## config.mk

```make
export PLATFORM = sky130hd
export DESIGN_NAME = fetch_unit_flat
export DESIGN_NICKNAME = d
export VERILOG_FILES = /design/src/rtl/fetch_unit_if.sv /design/src/rtl/fetch_unit.sv /design/src/flat_wrapper.sv
export SDC_FILE = /design/constraint.sdc
export NUM_CORES = 1
export LEC_CHECK = 0
export ABC_AREA = 1
export CORE_MARGIN = 4
export CORE_UTILIZATION = 35
export CTS_CLUSTER_SIZE = 8
export DETAILED_ROUTE_END_ITERATION = 6
export DONT_BUFFER_PORTS = 1
export REMOVE_ABC_BUFFERS = 1
export SLEW_MARGIN = 20
export SYNTH_ARGS = -nofsm -noshare
export SYNTH_HDL_FRONTEND = slang
export SYNTH_SLANG_ARGS = --single-unit
```

## constraint.sdc

```tcl
create_clock -name clk -period 2.5 [get_ports clk]
set_clock_uncertainty 0.2 [all_clocks]
set_input_delay 0.5 -clock clk [delete_from_list [all_inputs] [get_ports clk]]
set_output_delay 0.5 -clock clk [all_outputs]
set_load 0.02 [all_outputs]
```

## src/rtl/fetch_unit_if.sv

```systemverilog
// Fetch stage bus bundle: branch-controller PC load, imem request/response, decode handoff.
// Latency: none, wires only.
// Backpressure: carries imem_req_ready and instr_ready from the consumers back to the fetch unit.
interface fetch_unit_if;
  typedef logic [31:0] instruction_t;

  // Branch controller -> fetch
  logic [31:0]  pc_in;
  logic         pc_load;
  // Fetch <-> instruction memory
  logic         imem_req_valid;
  logic         imem_req_ready;
  logic [31:0]  imem_addr;
  logic         imem_rsp_valid;
  logic [31:0]  imem_rsp_data;
  // Fetch -> decode
  instruction_t instr_out;
  logic [31:0]  instr_pc;
  logic         instr_valid;
  logic         instr_ready;
  // Status
  logic         fetch_err;

  modport master (
    input  pc_in, pc_load, imem_req_ready, imem_rsp_valid, imem_rsp_data, instr_ready,
    output imem_req_valid, imem_addr, instr_out, instr_pc, instr_valid, fetch_err
  );

  modport slave (
    output pc_in, pc_load, imem_req_ready, imem_rsp_valid, imem_rsp_data, instr_ready,
    input  imem_req_valid, imem_addr, instr_out, instr_pc, instr_valid, fetch_err
  );
endinterface

```

## src/rtl/fetch_unit.sv

```systemverilog
// Instruction fetch: one word read per loaded PC, fetched word handed to decode; one fetch in flight.
// Latency: request the cycle after a PC load; instruction valid the cycle after the memory response.
// Backpressure: request and address held until imem_req_ready; instruction held until instr_ready.
// Optional FETCH_ALIGN_CHECK_EN: misaligned PC loads raise fetch_err and issue no request.
module fetch_unit #(
  parameter logic [31:0] RESET_PC       = 32'h0000_0000,
  parameter int unsigned TIMEOUT_CYCLES = 255
) (
  input  logic         clk,
  input  logic         rst,
  fetch_unit_if.master bus
);

  typedef enum logic [1:0] {IDLE, REQ, WAIT, HOLD} state_t;

  state_t      state_q, state_d;
  logic [31:0] fetch_pc_q, fetch_pc_d;
  logic [31:0] pend_pc_q, pend_pc_d;
  logic        redirect_pend_q, redirect_pend_d;
  logic        drop_q, drop_d;
  logic [7:0]  cnt_q, cnt_d;
  logic [31:0] instr_out_q, instr_out_d;
  logic [31:0] instr_pc_q, instr_pc_d;
  logic        instr_valid_q, instr_valid_d;
  logic        err_q, err_d;

  logic        req_fire;
  logic        rsp_live;
  logic        timeout_hit;
  logic        misalign;

  assign bus.imem_req_valid = (state_q == REQ);
  assign bus.imem_addr      = fetch_pc_q;
  assign bus.instr_out      = instr_out_q;
  assign bus.instr_pc       = instr_pc_q;
  assign bus.instr_valid    = instr_valid_q;
  assign bus.fetch_err      = err_q;

  assign req_fire = bus.imem_req_valid & bus.imem_req_ready;
  // A response arriving while drop is set belongs to an abandoned request.
  assign rsp_live = bus.imem_rsp_valid & ~drop_q;
  // This WAIT cycle would be the TIMEOUT_CYCLES-th without a response.
  assign timeout_hit = (TIMEOUT_CYCLES != 0) && ((32'(cnt_q) + 32'd1) >= TIMEOUT_CYCLES);

`ifdef FETCH_ALIGN_CHECK_EN
  assign misalign = bus.pc_load && (bus.pc_in[1:0] != 2'b00);
`else
  assign misalign = 1'b0;
`endif

  // Next-state and datapath update for the fetch FSM.
  always_comb begin
    state_d         = state_q;
    fetch_pc_d      = fetch_pc_q;
    pend_pc_d       = pend_pc_q;
    redirect_pend_d = redirect_pend_q;
    drop_d          = drop_q;
    cnt_d           = cnt_q;
    instr_out_d     = instr_out_q;
    instr_pc_d      = instr_pc_q;
    instr_valid_d   = instr_valid_q;
    err_d           = err_q;

    // The stale response is consumed whatever state we are in.
    if (bus.imem_rsp_valid && drop_q) drop_d = 1'b0;

    unique case (state_q)
      IDLE: begin
        if (bus.pc_load) begin
          fetch_pc_d = bus.pc_in;
          state_d    = REQ;
        end
      end
      REQ: begin
        // Address must not move before acceptance, so a load is parked as a redirect.
        if (bus.pc_load) begin
          pend_pc_d       = bus.pc_in;
          redirect_pend_d = 1'b1;
        end
        if (req_fire) begin
          state_d = WAIT;
          cnt_d   = 8'd0;
        end
      end
      WAIT: begin
        if (rsp_live) begin
          if (bus.pc_load) begin
            fetch_pc_d      = bus.pc_in;
            redirect_pend_d = 1'b0;
            state_d         = REQ;
          end else if (redirect_pend_q) begin
            fetch_pc_d      = pend_pc_q;
            redirect_pend_d = 1'b0;
            state_d         = REQ;
          end else begin
            instr_out_d   = bus.imem_rsp_data;
            instr_pc_d    = fetch_pc_q;
            instr_valid_d = 1'b1;
            state_d       = HOLD;
          end
        end else if (timeout_hit) begin
          // Abandon the request; its response, if it ever comes, is dropped.
          err_d           = 1'b1;
          drop_d          = 1'b1;
          redirect_pend_d = 1'b0;
          if (bus.pc_load) begin
            fetch_pc_d = bus.pc_in;
            state_d    = REQ;
          end else if (redirect_pend_q) begin
            fetch_pc_d = pend_pc_q;
            state_d    = REQ;
          end else begin
            state_d = IDLE;
          end
        end else begin
          if (bus.pc_load) begin
            pend_pc_d       = bus.pc_in;
            redirect_pend_d = 1'b1;
          end
          if (cnt_q != 8'hFF) cnt_d = cnt_q + 8'd1;
        end
      end
      HOLD: begin
        if (bus.instr_ready) begin
          instr_valid_d = 1'b0;
          if (bus.pc_load) begin
            fetch_pc_d = bus.pc_in;
            state_d    = REQ;
          end else if (redirect_pend_q) begin
            fetch_pc_d      = pend_pc_q;
            redirect_pend_d = 1'b0;
            state_d         = REQ;
          end else begin
            state_d = IDLE;
          end
        end else if (bus.pc_load) begin
          // Redirect kills the held instruction.
          instr_valid_d   = 1'b0;
          fetch_pc_d      = bus.pc_in;
          redirect_pend_d = 1'b0;
          state_d         = REQ;
        end
      end
    endcase

    // Misaligned load: flag, kill held/in-flight work, park in IDLE. An unaccepted
    // request is withdrawn; an accepted one has its response dropped.
    if (misalign) begin
      err_d           = 1'b1;
      instr_valid_d   = 1'b0;
      redirect_pend_d = 1'b0;
      state_d         = IDLE;
      if ((state_q == REQ && req_fire) || (state_q == WAIT && !rsp_live)) drop_d = 1'b1;
    end
  end

  // State and datapath registers with asynchronous active-low reset.
  always_ff @(posedge clk or negedge rst) begin
    if (!rst) begin
      state_q         <= REQ;
      fetch_pc_q      <= RESET_PC;
      pend_pc_q       <= 32'h0;
      redirect_pend_q <= 1'b0;
      drop_q          <= 1'b0;
      cnt_q           <= 8'd0;
      instr_out_q     <= 32'h0;
      instr_pc_q      <= 32'h0;
      instr_valid_q   <= 1'b0;
      err_q           <= 1'b0;
    end else begin
      state_q         <= state_d;
      fetch_pc_q      <= fetch_pc_d;
      pend_pc_q       <= pend_pc_d;
      redirect_pend_q <= redirect_pend_d;
      drop_q          <= drop_d;
      cnt_q           <= cnt_d;
      instr_out_q     <= instr_out_d;
      instr_pc_q      <= instr_pc_d;
      instr_valid_q   <= instr_valid_d;
      err_q           <= err_d;
    end
  end

endmodule

```

## src/flat_wrapper.sv

```systemverilog
// flat-port wrapper written by rule: the top's interface ports become plain ports
module fetch_unit_flat 
#(
  parameter logic [31:0] RESET_PC       = 32'h0000_0000,
  parameter int unsigned TIMEOUT_CYCLES = 255
)
  (clk, rst, bus_pc_in, bus_pc_load, bus_imem_req_ready, bus_imem_rsp_valid, bus_imem_rsp_data, bus_instr_ready, bus_imem_req_valid, bus_imem_addr, bus_instr_out, bus_instr_pc, bus_instr_valid, bus_fetch_err);
  fetch_unit_if bus_i ();
  input  logic clk;
  input  logic rst;
  input wire logic [$bits(bus_i.pc_in)-1:0] bus_pc_in;
  input wire logic [$bits(bus_i.pc_load)-1:0] bus_pc_load;
  input wire logic [$bits(bus_i.imem_req_ready)-1:0] bus_imem_req_ready;
  input wire logic [$bits(bus_i.imem_rsp_valid)-1:0] bus_imem_rsp_valid;
  input wire logic [$bits(bus_i.imem_rsp_data)-1:0] bus_imem_rsp_data;
  input wire logic [$bits(bus_i.instr_ready)-1:0] bus_instr_ready;
  output wire logic [$bits(bus_i.imem_req_valid)-1:0] bus_imem_req_valid;
  output wire logic [$bits(bus_i.imem_addr)-1:0] bus_imem_addr;
  output wire logic [$bits(bus_i.instr_out)-1:0] bus_instr_out;
  output wire logic [$bits(bus_i.instr_pc)-1:0] bus_instr_pc;
  output wire logic [$bits(bus_i.instr_valid)-1:0] bus_instr_valid;
  output wire logic [$bits(bus_i.fetch_err)-1:0] bus_fetch_err;
  assign bus_i.pc_in = bus_pc_in;
  assign bus_i.pc_load = bus_pc_load;
  assign bus_i.imem_req_ready = bus_imem_req_ready;
  assign bus_i.imem_rsp_valid = bus_imem_rsp_valid;
  assign bus_i.imem_rsp_data = bus_imem_rsp_data;
  assign bus_i.instr_ready = bus_instr_ready;
  assign bus_imem_req_valid = bus_i.imem_req_valid;
  assign bus_imem_addr = bus_i.imem_addr;
  assign bus_instr_out = bus_i.instr_out;
  assign bus_instr_pc = bus_i.instr_pc;
  assign bus_instr_valid = bus_i.instr_valid;
  assign bus_fetch_err = bus_i.fetch_err;
  fetch_unit #(.RESET_PC(RESET_PC), .TIMEOUT_CYCLES(TIMEOUT_CYCLES)) u_core (.clk(clk), .rst(rst), .bus(bus_i));
endmodule
```

# Word level (Yosys, flattened, before mapping)
# Cells that the tools add are included.
totals:
  wordCells: 89
  register_bits: 142
classes:
  eq_ne: 14
  order_cmp: 1
  bitwise: 6
  reduce_logical: 14
  mux: 42
  n_addsub: 2
op_table:
  columns: ["op", "n"]
  rows:
  - ["32-bit two-way mux", 9]
  - ["32-bit case mux with 3 select lines", 1]
  - ["32-bit case mux with 2 select lines", 1]
  - ["32-bit by 8-bit greater-or-equal comparator with 1-bit output, second input constant", 1]
  - ["8-bit two-way mux", 4]
  - ["2-bit two-way mux", 8]
  - ["8-bit case mux with 2 select lines", 1]
  - ["1-bit two-way mux", 15]
  - ["2-bit != test, second input constant", 5]
  - ["5-bit AND reduction", 2]
  - ["8-bit by 1-bit adder with 9-bit output, second input constant", 1]
  - ["3-bit AND reduction", 3]
  - ["8-bit by 1-bit adder with 8-bit output, second input constant", 1]
  - ["8-bit != test, second input constant", 1]
  - ["2-bit case mux with 4 select lines", 1]
  - ["3-bit != test, second input constant", 2]
  - ["3-bit nonzero test", 2]
  - ["2-bit == test, second input constant", 2]
  - ["2-bit by 1-bit != test with 1-bit output, second input constant", 2]
  - ["1-bit NOT", 4]
  - ["2-bit AND reduction", 2]
  - ["4-bit AND reduction", 1]
  - ["2-bit nonzero test", 2]
  - ["3-bit by 1-bit != test with 1-bit output, second input constant", 1]
  - ["6 further kinds", 7]

# Longest topological paths before layout
# Gate-level depths: netlist (run 1).
depth:
  depth_word: 5
  ltp_mapped: 13

# Least setup slack after synthesis (run 1)
# No wires, ideal clock.
synth_path:
  kind: "register -> register"
  from: "reg u_core.state_q[0]"
  to: "reg u_core.fetch_pc_q[30] (netlist: u_core.bus.imem_addr[30])"
  arrival_time_ns: 1.856
  slack_ns: 0.323
  n_path_buf: 3
  stages_incl_launch_ff: 12
  path_cell_list: "dfstp_2 > inv_1 > ha_1 > buf_2 > inv_1 > clkbuf_1 > nor2_1 > nand3_4 > nand2_8 > buf_8 > nand2_2 > o21ai_2"
synth_via:
  elab_chain_cells: 3
  word_cells_on_any_way: 7
synth_lines:
  columns: ["element", "line_no", "text"]
  rows:
  - ["start: declaration", "fetch_unit.sv:16", "state_t state_q, state_d;"]
  - ["start signal: assignment", "fetch_unit.sv:171", "state_q <= state_d;"]
  - ["2-bit == test (tied with other cells)", null, null]
  - ["3-bit by 1-bit != test with 1-bit output (no line) / 3-bit nonzero test (equally long branches)", null, null]
  - ["2-bit AND reduction (no line)", null, null]
  - ["end signal: assignment", "fetch_unit.sv:172", "fetch_pc_q <= fetch_pc_d;"]
  - ["end: declaration", "fetch_unit.sv:17", "logic [31:0] fetch_pc_q, fetch_pc_d;"]
# Several ways; a longest one is shown, not always the timed one.
# A chain may end at the register's enable or synchronous reset.

# Worst setup path in the final report (run 1)
layout_path:
  from: "reg u_core.cnt_q[0]"
  to: "reg u_core.fetch_pc_q[19] (netlist: u_core.bus.imem_addr[19])"
layout_via:
  elab_chain_cells: 4
layout_lines:
  columns: ["element", "line_no", "text"]
  rows:
  - ["start: declaration", "fetch_unit.sv:21", "logic [7:0] cnt_q, cnt_d;"]
  - ["start signal: assignment", "fetch_unit.sv:176", "cnt_q <= cnt_d;"]
  - ["8-bit by 1-bit adder with 9-bit output", "fetch_unit.sv:43", "assign timeout_hit = (TIMEOUT_CYCLES != 0) && ((32'(cnt_q) + 32'd1) >= TIMEOUT_CYCLES);"]
  - ["32-bit by 8-bit greater-or-equal comparator with 1-bit output", "fetch_unit.sv:43", null]
  - ["3-bit by 1-bit != test with 1-bit output (no line)", null, null]
  - ["2-bit AND reduction (no line)", null, null]
# No other way between the ends.

==> results of run 1 <==
==> layout make-up <==
cell class                 instances  area [um2]  area share, %
sequential                       142        3550           45.1
tap                              265         332           4.21
inverter                          54         203           2.57
multi-input combinational        533        2920           37.0
clock buffer                      20         467           5.92
timing repair buffer              23         295           3.75
clock inverter                    12         111           1.41
==> per-layer routing <==
layer  GRT usage (%)  part of all wire, %  up-vias
met1            22.0                   44     2478
met2            25.1                   46      180
met5               0                    0        -
met3            5.00                  8.5       15
li1                -                    -     2558
met4            4.71                  1.3        0
==> synth_stat cells <==
library cell / number
nand2_1: 233
dfrtp_1: 141
a21oi_1: 67
inv_1: 53
nand3_1: 46
o21ai_0: 37
o21ai_2: 33
mux2_2: 32
o211ai_1: 32
clkbuf_1: 26
nor2_1: 18
nand2_2: 13
buf_6: 9
ha_1: 6
buf_2: 5
buf_1: 4
buf_4: 3
nand3_2: 2
a211oi_1: 1
a21boi_0: 1
a21boi_2: 1
a31oi_1: 1
a32oi_1: 1
buf_8: 1
dfstp_2: 1
inv_2: 1
nand2_8: 1
nand3_4: 1
nand3b_1: 1
nand4_1: 1
nor3_1: 1
nor3_2: 1
o21ai_1: 1
o221ai_1: 1
xor2_1: 1
==> layout by cell type, fill, tap and decap left out, types with 2 or more instances in the layout <==
| master | netlist | routed |
|---|---|---|
| a21oi_1 | 67 | 67 |
| buf_12 | 0 | 9 |
| buf_4 | 3 | 10 |
| clkbuf_16 | 0 | 17 |
| clkbuf_8 | 0 | 3 |
| clkinv_2 | 0 | 3 |
| clkinv_4 | 0 | 3 |
| clkinvlp_4 | 0 | 3 |
| dfrtp_1 | 141 | 141 |
| dlygate4sd3_1 | 0 | 4 |
| ha_1 | 6 | 6 |
| inv_1 | 53 | 52 |
| inv_2 | 1 | 2 |
| inv_6 | 0 | 2 |
| mux2_2 | 32 | 32 |
| nand2_1 | 233 | 232 |
| nand2_2 | 13 | 14 |
| nand3_1 | 46 | 45 |
| nand3_2 | 2 | 2 |
| nand3_4 | 1 | 2 |
| nor2_1 | 18 | 18 |
| o211ai_1 | 32 | 32 |
| o21ai_0 | 37 | 37 |
| o21ai_2 | 33 | 33 |
==> stage by stage <==
stage                     std cells  util, %  power, mW
after floorplan                 729        -       6.78
after global placement         1013     37.3       7.91
after detailed placement       1013     37.3       8.00
after CTS                      1049     40.5       10.6
after global routing           1049     40.5       11.2
final                          1049     40.5       10.4
==> registers in the layout, indices dropped and copies added (netlist names) <==
| signal | cells |
|---|---|
| u_core.drop_q | 1 |
| u_core.state_q | 2 |
| u_core.bus.fetch_err | 1 |
| u_core.redirect_pend_q | 1 |
| u_core.bus.instr_valid | 1 |
| u_core.bus.imem_addr | 32 |
| u_core.cnt_q | 8 |
| u_core.pend_pc_q | 32 |
| u_core.bus.instr_pc | 32 |
| u_core.bus.instr_out | 32 |
==> how the worst max path moves through the flow <==
| stage | startpoint | endpoint | slack, ns | depth (start not counted) |
|---|---|---|---|---|
| finish | u_core.cnt_q[0]$_DFFE_PN0P_ | u_core.bus.imem_addr[19]$_DFFE_PN0P_ | 0.23 | 12 |
| global route | u_core.cnt_q[0]$_DFFE_PN0P_ | u_core.pend_pc_q[26]$_DFFE_PN0P_ | 0.03 | 12 |
| CTS | u_core.cnt_q[0]$_DFFE_PN0P_ | u_core.bus.imem_addr[21]$_DFFE_PN0P_ | 0.21 | 12 |
| detailed placement | u_core.cnt_q[0]$_DFFE_PN0P_ | u_core.pend_pc_q[7]$_DFFE_PN0P_ | 0.23 | 11 |
| global placement | u_core.cnt_q[0]$_DFFE_PN0P_ | u_core.pend_pc_q[28]$_DFFE_PN0P_ | 0.27 | 11 |
| floorplan | u_core.state_q[0]$_DFFE_PN1P_ | u_core.bus.instr_out[0]$_DFFE_PN0P_ | -1.06 | 4 |
==> power by group <==
group          switching, mW  internal [mW]
sequential              1.53           3.20
clock                   1.05           1.45
combinational           1.88           1.28
total                   4.46           5.94
==> cells by family (layout without fill, tap and decap cells) <==
group,after synthesis,after routing,share of synthesized area (%)
buf+inv,102,109,6.92
compound gates,176,176,16.0
flops,142,142,51.3
xor+xnor,1,1,0.127
fa+ha+maj,6,6,1.08
mux,32,32,5.21
simple gates,318,318,19.4
==> critical path, delay by kind of cell (launching register included) <==
kind	cells	cell delay, ns
simple gates	8	0.97
buf+inv	2	0.25
flops	1	0.46
compound gates	1	0.06
fa+ha+maj	1	0.24
==> out/results.md, run 1 <==
| Step | Parameter | This run |
|:---|:---|:---|
| logic synthesis | Summed instance area of the synthesized netlist | 6920 um2 |
| layout | Number of nets in the layout | 847 |
| clock tree | Hold Buf Count CTS | 4 |
| floorplanning | Number of cell rows | 51 |
| pwr | Worst ir drop on vdd | 0.657 mV |
| placement | Port buffer count | 0 |
| placement | Total half-perimeter wirelength after legalization and detailed placement | 11.3 mm |
| drt | Antenna violation net count after detailed routing | 0 |
| grt | Global-route wire length before repair | 28.5 mm |
| worst hold path | Worst hold-check path type | in -> async |
| floorplanning | Die area | 22,100 um2 |
| clock tree | Cell at the root of the clock tree | clkbuf_16 |
| drt | Final routed DRC violation total | 0 |
| sta | Final hold viol count | 142 |
| grt | Remaining global-route overflow | 0 |
| grt | Maximum number of pins on one net before global-route repair | 143 |
| logic synthesis | Mean area per synthesized cell | 8.91 um2 |
| logic synthesis | Synth top area cells | dfrtp_1 51%, nand2_1 13%, mux2_2 5.2% |
| grt | Number of global-route vias before repair | 5,181 |
| layout | Fillcell total | 1,965 |
| drt | Routed via count | 5,231 |
| sta | Sum of negative setup slack | 0 ns |
| clock tree | TritonCTS buffer count | 17 |
| logic synthesis | Gate count after technology mapping | 777 |
| grt | All-Layer GR Usage | 16.2% |
| floorplanning | Die extent in x | 149 um |
| logic synthesis | Flops & latches, synth | 142 |
| clock tree | Clock Path Buffers | 2 |
| sta | Unrepaired setup endpoints after global routing | no |
| worst setup path | Critical path endpoint category | register |
| drt | Average detailed-routed wire length per instance | 16.9 um |
| worst setup path | Startpoint type of the worst setup path | register |
| floorplanning | Die span in y | 149 um |
| pwr | Leakage power | 3.64 nW |
| drt | First DRT Iteration DRCs | 300 |
| sta | Fin Hold WS | -0.421 ns |
| layout | Growth of design area from synthesis to finish | 13.8% |
| worst setup path | Setup slack of the most critical reg-to-reg path | 0.23 ns |
| placement | Placed instance area | 7260 um2 |
| status | Violations in the final reports | hold timing |
| drt | Final wirelength | 17.7 mm |
| pwr | Power per cell area | 1320 nW/um2 |
| layout | Non-Filler Cell Area, Final | 7880 um2 |
| clock tree | Clock latency reported for the late side of the worst-skew pair | 0.42 ns |
| worst setup path | Worst Path Max Fanout | 21 |
| status | Status | complete, but fails checks |
| flow run | Number of max-capacitance violations reported | 0 |
| drt | Count of TritonRoute iterations in the first routing pass | 5 |
| logic synthesis | Fraction of the yosys area taken by sequential cells | 51.3% |
| layout | Antenna Diode Count | 0 |
| drt | Vias per cell | 4.99 |
| worst setup path | Data required time of the worst path | 2.65 ns |
| logic synthesis | Yosys top cell by area | dfrtp_1 |
| clock tree | TritonCTS clock tree | built |
| sta | Final min period | 2.27 ns |
| worst setup path | Chain of cells forming the critical path | ha_1, nand2_2, nor3_2, nor2_1, nand2_1, inv_2, nand2_2, nand3_4, nand2_8, buf_12, nand2_1, o21ai_2 |
| logic synthesis | Share of the synthesized area in the top cell type | 51.0% |
| worst setup path | Depth of the worst register-to-register path | 12 |
| floorplanning | Core area | 19,500 um2 |
| clock tree | Clock transition at the registers of the reported paths | 0.06 ns |
| placement | Weighted congestion at the end of routability-driven global placement | 0.795 |
| worst setup path | Start-to-end type of the worst setup path | reg -> reg |
| sta | Part of the cycle the worst path needs | 91.0% |
| clock tree | Setup fix buffers added after clock tree synthesis | 0 |
| logic synthesis | Synth warnings | 0 |
| floorplanning | Number of top-level pins | 169 |
| sta | Highest attainable clock frequency | 440 MHz |
| placement | Setup slack at placement | 0.230 ns |
| sta | Number of max-slew violations in the final report | 0 |
| sta | Headroom to the max-slew limit | 70.3% |
| sta | Actual slew at the worst max-slew pin | 0.445 ns |
| sta | Final setup vio count | 0 |
| clock tree | Clock sink total | 142 |
| worst setup path | Reg-to-Reg Start | u_core.cnt_q[0]$_DFFE_PN0P_ |
| layout | Share of final-layout standard cells stronger than drive strength 1 | 18.0% |
| logic synthesis | Number of library cell types mapped by synthesis | 35 |
| grt | Initial antenna violation count | 0 |
| worst setup path | Largest stage delay on the critical path | 0.46 ns |
| worst setup path | CP Data Arrival Time | 2.43 ns |
| clock tree | H-tree Lvls | 4 |
| sta | Worst path setup slack after routing | 0.225 ns |
| worst setup path | Crit-path slowest cell | dfrtp_1 |
| worst setup path | RR Endpoint | u_core.bus.imem_addr[19]$_DFFE_PN0P_ |
| clock tree | Quantity of gates resized following cts | 0 |
| floorplanning | Initial core utilization | 35.6% |
No activity file was read; power rests on OpenSTA's default activity.
==> run 2, diff against run 1 <==
CORE_ASPECT_RATIO = 0.75   (was not set)
GPL_TIMING_DRIVEN = 0   (was not set)
==> out/results.md, run 2 (synthesized netlist as in run 1, its figures left out) <==
| Step | Parameter | This run | Delta |
|:---|:---|:---|:---|
| clock tree | Clock transition at the registers of the reported paths | 0.07 ns | about the same |
| floorplanning | Die area | 22,100 um2 | +0.11% |
| sta | Highest attainable clock frequency | 427 MHz | -2.8% |
| sta | Number of max-slew violations in the final report | 0 | unchanged |
| worst setup path | CP Data Arrival Time | 2.50 ns | +0.07 ns |
| worst setup path | Reg-to-Reg Start | u_core.cnt_q[0]$_DFFE_PN0P_ |  |
| layout | Number of nets in the layout | 846 | -0.12% |
| clock tree | TritonCTS buffer count | 17 | unchanged |
| drt | Average detailed-routed wire length per instance | 18.8 um | +12% |
| drt | Final routed DRC violation total | 0 | unchanged |
| grt | Initial antenna violation count | 0 | unchanged |
| clock tree | Clock latency reported for the late side of the worst-skew pair | 0.42 ns | about the same |
| placement | Port buffer count | 0 | unchanged |
| sta | Fin Hold WS | -0.432 ns | -0.0105 ns |
| floorplanning | Die extent in x | 170 um | +15% |
| worst setup path | Startpoint type of the worst setup path | register |  |
| worst setup path | Start-to-end type of the worst setup path | reg -> reg |  |
| flow run | Number of max-capacitance violations reported | 0 | unchanged |
| worst setup path | Setup slack of the most critical reg-to-reg path | 0.16 ns | -0.07 ns |
| clock tree | Cell at the root of the clock tree | clkbuf_16 |  |
| drt | First DRT Iteration DRCs | 351 | +17% |
| clock tree | H-tree Lvls | 4 | unchanged |
| worst hold path | Worst hold-check path type | in -> async |  |
| grt | Remaining global-route overflow | 0 | unchanged |
| placement | Total half-perimeter wirelength after legalization and detailed placement | 10.9 mm | -3.2% |
| pwr | Internal power summed over all cells | 6.07 mW | +2.1% |
| status | Violations in the final reports | hold timing |  |
| clock tree | Clock Path Buffers | 2 | unchanged |
| clock tree | TritonCTS clock tree | built |  |
| placement | Placed instance area | 7090 um2 | -2.3% |
| floorplanning | Die span in y | 130 um | -13% |
| drt | Final wirelength | 19.5 mm | +10% |
| pwr | Worst ir drop on vdd | 0.818 mV | +25% |
| drt | Count of TritonRoute iterations in the first routing pass | 4 | -1 |
| sta | Final setup vio count | 0 | unchanged |
| worst setup path | RR Endpoint | u_core.pend_pc_q[2]$_DFFE_PN0P_ |  |
| drt | Antenna violation net count after detailed routing | 0 | unchanged |
| sta | Actual slew at the worst max-slew pin | 0.577 ns | +0.131 ns |
| layout | Most common cell after layout, fill and taps aside | nand2_1 |  |
| placement | Setup slack at placement | -0.516 ns | -0.746 ns |
| worst setup path | Depth of the worst register-to-register path | 12 | unchanged |
| pwr | Overall power consumption | 10.9 mW | +4.9% |
| pwr | Power per cell area | 1360 nW/um2 | +2.7% |
| clock tree | Clock sink total | 142 | unchanged |
| sta | Final min period | 2.34 ns | +0.0661 ns |
| sta | Headroom to the max-slew limit | 61.5% | -8.8 points |
| status | Status | complete, but fails checks |  |
| pwr | Gate power share | 32.9% | +2.5 points |
| drt | Vias per cell | 5.10 | +2.3% |
| drt | Routed via count | 5,287 | +1.1% |
| pwr | Leakage power | 3.67 nW | +0.80% |
| worst setup path | Data required time of the worst path | 2.65 ns | about the same |
| sta | Worst path setup slack after routing | 0.159 ns | -0.0661 ns |
| pwr | Sw Ratio | 44.4% | +1.5 points |
| layout | Highest-count cells in the layout ignoring fill and taps | 232 x nand2_1, 141 x dfrtp_1, 67 x a21oi_1, 49 x inv_1, 44 x nand3_1 |  |
| grt | All-Layer GR Usage | 17.3% | +1.1 points |
| placement | Weighted congestion at the end of routability-driven global placement | 0.780 | -1.9% |
| floorplanning | Number of cell rows | 44 | -14% |
| sta | Final hold viol count | 142 | unchanged |
| layout | Growth of design area from synthesis to finish | 16.3% |  |
| clock tree | Hold Buf Count CTS | 4 | unchanged |
| layout | Share of final-layout standard cells stronger than drive strength 1 | 18.6% | +0.66 points |
| pwr | Sequential fraction of design power | 43.3% | -2.2 points |
| grt | Maximum number of pins on one net before global-route repair | 143 | unchanged |
| pwr | Net load switching power | 4.85 mW | +8.6% |
| floorplanning | Number of top-level pins | 169 | unchanged |
| layout | Non-Filler Cell Area, Final | 8050 um2 | +2.2% |
| worst setup path | Worst Path Max Fanout | 16 | -24% |
| sta | Sum of negative setup slack | 0 ns | unchanged |
| floorplanning | Initial core utilization | 35.7% | +0.15 points |
| sta | Part of the cycle the worst path needs | 93.6% | +2.6 points |
| layout | Antenna Diode Count | 0 | unchanged |
| floorplanning | Core area | 19,400 um2 | -0.43% |
| grt | Number of global-route vias before repair | 5,064 | -2.3% |
| worst setup path | Critical path endpoint category | register |  |
| pwr | Clock network fraction of total power | 23.9% | -0.2 points |
| grt | Global-route wire length before repair | 29.4 mm | +3.2% |
| layout | Fillcell total | 1,882 | -4.2% |
[run 2: cell count changes in the layout (fill, tap and decap cells not counted), moves of 2 or more]
cell        previous run  this run
nand2_2               14        12
inv_8                  0         3
clkbuf_8               3         0
nand2_8                1         8
buf_16                 0         3
inv_6                  2         4
buf_12                 9         7
clkinvlp_4             3         6
inv_1                 52        49
buf_4                 10         2
nand3_4                2         5
clkinv_2               3         0
[run 2: critical path, cell delays in order (launching register included)]
cell     delay [ns]
dfrtp_1        0.48
ha_1           0.25
nand3_1        0.12
nor2_1         0.11
nor2_1         0.06
nor2_1         0.10
nand2_1        0.10
o21ai_2        0.16
nand2_1        0.24
nand3_4        0.14
buf_12         0.18
nand2_1        0.06
nand2_1        0.06
[run 2: final cells by class]
class                           count  area (um2)  area share [%]
Sequential cell                   142        3550            44.2
Multi-Input combinational cell    539        3090            38.3
Clock buffer                       17         425            5.29
Tap cell                          253         317            3.93
Timing Repair Buffer               16         278            3.45
Inverter                           54         213            2.64
Clock inverter                     15         176            2.19
[run 2: power groups by stage]
stage / clock network (mW) / logic (mW) / registers, mW
CTS: 2.70 / 3.40 / 4.74
finish: 2.61 / 3.59 / 4.72
detailed placement: 0 / 2.99 / 4.78
global placement: 0 / 2.83 / 4.76
global route: 2.80 / 4.02 / 4.87
floorplan: 0 / 2.25 / 4.53
[run 2: how the worst max path moves through the flow]
stage	end	cells past startpoint	startpoint	slack (ns)
global placement	u_core.bus.instr_out[24]$_DFFE_PN0P_	4	u_core.state_q[0]$_DFFE_PN1P_	-2.49
global route	u_core.pend_pc_q[3]$_DFFE_PN0P_	12	u_core.cnt_q[0]$_DFFE_PN0P_	-0.02
floorplan	u_core.bus.instr_out[0]$_DFFE_PN0P_	4	u_core.state_q[0]$_DFFE_PN1P_	-1.06
finish	u_core.pend_pc_q[2]$_DFFE_PN0P_	12	u_core.cnt_q[0]$_DFFE_PN0P_	0.16
detailed placement	u_core.pend_pc_q[27]$_DFFE_PN0P_	7	u_core.state_q[0]$_DFFE_PN1P_	-0.52
CTS	u_core.bus.imem_addr[7]$_DFFE_PN0P_	5	u_core.state_q[0]$_DFFE_PN1P_	0.04
[run 2: what timing repair did]
action,in CTS,in global routing
endpoints found under the hold margin,146,142
pin swaps,5,1
setup buffers,2,6
cloned,5,1
gates resized for setup,12,6
endpoints found under the setup margin,72,73
[run 2: stage by stage]
| step | std cells | util [%] | hold slack, ns |
|---|---|---|---|
| after floorplan | 729 | - | 0.00441 |
| after global placement | 982 | 35.9 | 0.00760 |
| after detailed placement | 986 | 36.6 | 0.00777 |
| after CTS | 1029 | 40.8 | -0.454 |
| after global routing | 1036 | 41.5 | -0.461 |
| final | 1036 | 41.5 | -0.432 |
[run 2: routing by layer]
layer	global-route usage, %	up-vias	wire length [um]
met1	24.3	2485	8610
met5	0	-	0
li1	-	2581	-
met3	5.57	14	2000
met4	5.07	0	193
met2	25.8	207	8680
